File: config.mk
export PLATFORM = sky130hd
export DESIGN_NAME = shift_add_mult_ctrl
export DESIGN_NICKNAME = d
export VERILOG_FILES = /design/src/rtl/shift_add_mult_ctrl.sv
export SDC_FILE = /design/constraint.sdc
export NUM_CORES = 1
export LEC_CHECK = 0
export CAP_MARGIN = 40
export CORE_MARGIN = 3
export CORE_UTILIZATION = 38
export CTS_CLUSTER_SIZE = 30
export DETAILED_ROUTE_END_ITERATION = 12
export PLACE_DENSITY_LB_ADDON = 0.2
export SYNTH_ARGS = -nofsm -noshare
export SYNTH_HDL_FRONTEND = slang
export SYNTH_SLANG_ARGS = --single-unit
File: constraint.sdc
create_clock -name clk -period 1.6 [get_ports clk]
set_clock_uncertainty 0.1 [all_clocks]
set_input_delay 0.16 -clock clk [delete_from_list [all_inputs] [get_ports clk]]
set_output_delay 0.16 -clock clk [all_outputs]
set_load 0.02 [all_outputs]
File: src/rtl/shift_add_mult_ctrl.sv
// Control FSM sequencing a left-shift shift-and-add multiply over two universal registers (P, M).
// Optional feature: define MULT_ABORT_EN to add an abort input that cancels an operation in INIT/SHIFT/ADD.
module shift_add_mult_ctrl #(
    parameter int WIDTH = 16,
    parameter int CNT_W = 5
) (
    input  logic             clk,
    input  logic             clr,
    input  logic             start,
`ifdef MULT_ABORT_EN
    input  logic             abort,
`endif
    input  logic             mplr_msb,
    output logic [1:0]       prod_mode,
    output logic [1:0]       mplr_mode,
    output logic             prod_ld_sel,
    output logic             prod_sin,
    output logic             busy,
    output logic             done,
    output logic [CNT_W-1:0] iter
);

    typedef enum logic [2:0] {
        S_IDLE  = 3'd0,
        S_INIT  = 3'd1,
        S_SHIFT = 3'd2,
        S_ADD   = 3'd3,
        S_DONE  = 3'd4
    } state_t;

    localparam logic [1:0] MODE_HOLD  = 2'b00;
    localparam logic [1:0] MODE_SHIFT = 2'b01;
    localparam logic [1:0] MODE_LOAD  = 2'b11;
    localparam logic [CNT_W-1:0] LAST_ITER = CNT_W'(WIDTH - 1);

    state_t           state_q, state_d;
    logic [CNT_W-1:0] iter_q, iter_d;
    logic             msb_q, msb_d;
    logic             abort_s;

`ifdef MULT_ABORT_EN
    assign abort_s = abort && ((state_q == S_INIT) || (state_q == S_SHIFT) || (state_q == S_ADD));
`else
    assign abort_s = 1'b0;
`endif

    // State, iteration counter and captured multiplier bit
    always_ff @(posedge clk) begin
        if (clr) begin
            state_q <= S_IDLE;
            iter_q  <= '0;
            msb_q   <= 1'b0;
        end else begin
            state_q <= state_d;
            iter_q  <= iter_d;
            msb_q   <= msb_d;
        end
    end

    // Next-state logic; M holds during SHIFT, so its msb captured there equals the value seen in ADD
    always_comb begin
        state_d = state_q;
        iter_d  = iter_q;
        msb_d   = msb_q;
        case (state_q)
            S_IDLE: begin
                if (start) begin
                    state_d = S_INIT;
                    iter_d  = '0;
                end else begin
                    state_d = S_IDLE;
                end
            end
            S_INIT: begin
                state_d = S_SHIFT;
                iter_d  = '0;
            end
            S_SHIFT: begin
                state_d = S_ADD;
                msb_d   = mplr_msb;
            end
            S_ADD: begin
                if (iter_q == LAST_ITER) begin
                    state_d = S_DONE;
                end else begin
                    state_d = S_SHIFT;
                    iter_d  = iter_q + CNT_W'(1);
                end
            end
            S_DONE:  state_d = S_IDLE;
            default: state_d = S_IDLE;
        endcase
        if (abort_s) begin
            state_d = S_IDLE;
            iter_d  = iter_q;
            msb_d   = msb_q;
        end else begin
            state_d = state_d;
        end
    end

    // Mode decode from the current state and the bit captured in SHIFT
    always_comb begin
        prod_mode   = MODE_HOLD;
        mplr_mode   = MODE_HOLD;
        prod_ld_sel = 1'b0;
        case (state_q)
            S_INIT: begin
                prod_mode = MODE_LOAD;
                mplr_mode = MODE_LOAD;
            end
            S_SHIFT: prod_mode = MODE_SHIFT;
            S_ADD: begin
                mplr_mode = MODE_SHIFT;
                if (msb_q) begin
                    prod_mode   = MODE_LOAD;
                    prod_ld_sel = 1'b1;
                end else begin
                    prod_mode   = MODE_HOLD;
                end
            end
            default: prod_mode = MODE_HOLD;
        endcase
        if (abort_s) begin
            prod_mode   = MODE_HOLD;
            mplr_mode   = MODE_HOLD;
            prod_ld_sel = 1'b0;
        end else begin
            prod_ld_sel = prod_ld_sel;
        end
    end

    assign prod_sin = 1'b0;
    assign busy     = (state_q != S_IDLE);
    assign done     = (state_q == S_DONE);
    assign iter     = iter_q;

endmodule

==> run_results.csv <==
group,metric,value,unit
floorplanning,io_pins,17,
drt,drt-total-wl,1530,um
floorplanning,die_w,43.0,um
synthesis,synth_edf_count,0,
synthesis,synth_seq_area_share,34.7,%
floorplanning,die_y,43.0,um
worst_setup_path,cp_data_required_time,1.69,ns
synthesis,mappedNetlistNets,64,
synthesis,async_reset_ff_share,0,%
finish,instances_no_fill,103,
clock_tree,cts_buffers,3,
floorplanning,rows,12,
sta,setup_viol,3,
global_route,grt_max_degree,10,
sta,setup_tns,-0.104,ns
synthesis,yosysMostFrequentCell,"dfxtp_1",
clock_tree,clock_latency,0.26,ns
worst_setup_path,cp-end-kind,"register",
worst_setup_path,crit_slowest_cell,"or4b_4",
global_route,grt_use_total,17.1,%
synthesis,ys_top_cells_by_area,"dfxtp_1, o211ai_1, ha_1",
global_route,antenna_found_initial,0,
sta,fin_worst_hold_slack,0.394,ns
outcome,violations,"negative setup slack",
clock_tree,cts.clk_slew.worst_paths,0.07,ns
synthesis,ys.flop_type,"dfxtp_1",
drt,drtPass1Iterations,3,
global_route,grt_pass1_vias,487,
worst_setup_path,path_common_cell,"ha_4",
sta,rsz0062_at_grt,"yes",
sta,clock.fmax,604,MHz
drt,drt-initial-drc-count,6,
hold_path,hp-class,"in -> reg",
run,cap_violations,0,
worst_setup_path,slowest_delay,0.53,ns
clock_tree,cts_tree,"built",
power,power,0.539,mW
finish,area_growth,68.0,%
floorplanning,coreArea,1190,um^2
finish,drive_gt1_share,47.2,%
placement,place_congestion,0.765,
sta,period_minus_slack,1.66,ns
floorplanning,dieArea,1850,um^2
power,ir_worst_vdd,0.456,mV
drt,wl_per_cell,14.9,um
finish,finalNetCount,96,
clock_tree,cts_num_sinks,9,
synthesis,synth_cells,58,
placement,placedInstanceArea,807,um^2
global_route,gr-total-overflow,0,
placement,numPortBuffers,15,
synthesis,syn_area,519,um^2
outcome,outcome,"complete, but fails checks",
synthesis,ys_warn_count,0,
synthesis,synth_top_area_cell,"dfxtp_1",
global_route,grt_pass1_wl,2360,um
drt,drcViolationCount,0,
synthesis,ys_ff_latch,9,
worst_setup_path,path_class,"reg -> reg",
sta,period_share,104,%
synthesis,syn_area_per_cell,8.95,um^2
finish,antennaDiodeCount,0,
sta,finalHoldViolCount,0,
finish,post-route-cell-area,872,um^2
finish,final_core_util,73.5,%
synthesis,synth_top_area_share,34.7,%
synthesis,synthTopCellsByCount,"dfxtp_1, o211ai_1, a21oi_1, nor2_1, nor3b_1",
placement,dp_hpwl,1090,um
floorplanning,floorplan.initialDensity,43.8,%
worst_setup_path,critPathLaunchType,"register",
power,pwr_density_cell,618,nW/um^2
placement,dp_slack,-0.0777,ns
synthesis,synth_cell_type_count,30,
worst_setup_path,critPathMaxFanout,5,
drt,drtAntennaViolNets,0,
worst_setup_path,arrival,1.75,ns
clock_tree,h-tree-depth,1,
worst_setup_path,path_cells,"ha_4 > and3_4 > ha_4 > or4b_4 > a21oi_2",
sta,slew_viol_final,0,
power,p_leak,0.409,nW
sta,setup_slack,-0.0568,ns
placement,post-place-cells,97,
drt,avgViaCountPerCell,5.34,
clock_tree,clockBufferDepth,2,
drt,vias,550,
clock_tree,root_buffer,"clkbuf_4",
layer usage:
metal  vias up  wire (um)  global-route usage (%)
met5         -          0                       0
met4         0         21                    7.23
met3         4         65                    2.54
met2        13        706                    25.4
met1       256        739                    24.1
li1        277          -                       -
power breakdown:
part / total [mW] / leakage (nW) / internal, mW / switching (mW)
clock: 0.180 / 0.0150 / 0.0963 / 0.0842
combinational: 0.120 / 0.317 / 0.0579 / 0.0619
sequential: 0.239 / 0.0766 / 0.228 / 0.0110
worst paths after layout:
kind                start         end  slack, ns  depth (start not counted)
setup / recovery  iter[0]     iter[4]      -0.06                          5
hold / removal      start  state_q[0]       0.39                          3
setup reg to reg  iter[0]     iter[4]      -0.06                          5
hold reg to reg     msb_q       msb_q       0.43                          2
cells in the final DEF (no fill, tap or decap), types with 2 or more instances in the layout:
master	instances
a21oi_2	2
or4b_4	2
clkdlybuf4s15_1	2
dfxtp_1	3
or3b_2	2
dfxtp_2	3
a21oi_1	2
inv_1	2
a31oi_1	2
dlymetal6s2s_1	3
o211ai_1	5
dlygate4sd2_1	4
ha_4	2
clkdlybuf4s50_1	4
dfxtp_4	3
clkbuf_4	3
nor3b_1	3
buf_4	17
nor2_1	4
cell families (layout without fill, tap and decap cells):
logic type,Yosys count,count (layout),share of synthesized area [%]
compound gates,13,13,16.4
fa+ha+maj,2,2,4.82
buf+inv,8,39,8.91
flops,9,9,34.7
mux,1,1,1.93
other cells,1,1,0.722
simple gates,24,24,32.5
critical path, delay by kind of cell (launching register included):
family	cells	cell delay [ns]
DFF	1	0.35
AOI/OAI and AO/OA	1	0.14
and+or+nand+nor	2	0.68
adders and majority gates	2	0.32
what timing repair did:
| item | CTS | global route |
|---|---|---|
| setup endpoints to repair | 11 | 10 |
| resized for setup | 16 | 13 |
| pin swaps | 4 | 7 |
| hold buffers | 0 | 0 |
| buffers inserted | 0 | 2 |
area by class of cell:
class	count	area, um^2
clock buffer	4	26.3
inverter	2	7.51
timing repair buffer	33	282
sequential	9	195
fill	87	314
multi-input combinational	41	344
tap	14	17.5
state kept, by name, summed over array words and instances, names as in the netlist:
name and count:
state_q 3, msb_q 1, iter 5
No activity file was read; power rests on OpenSTA's default activity.
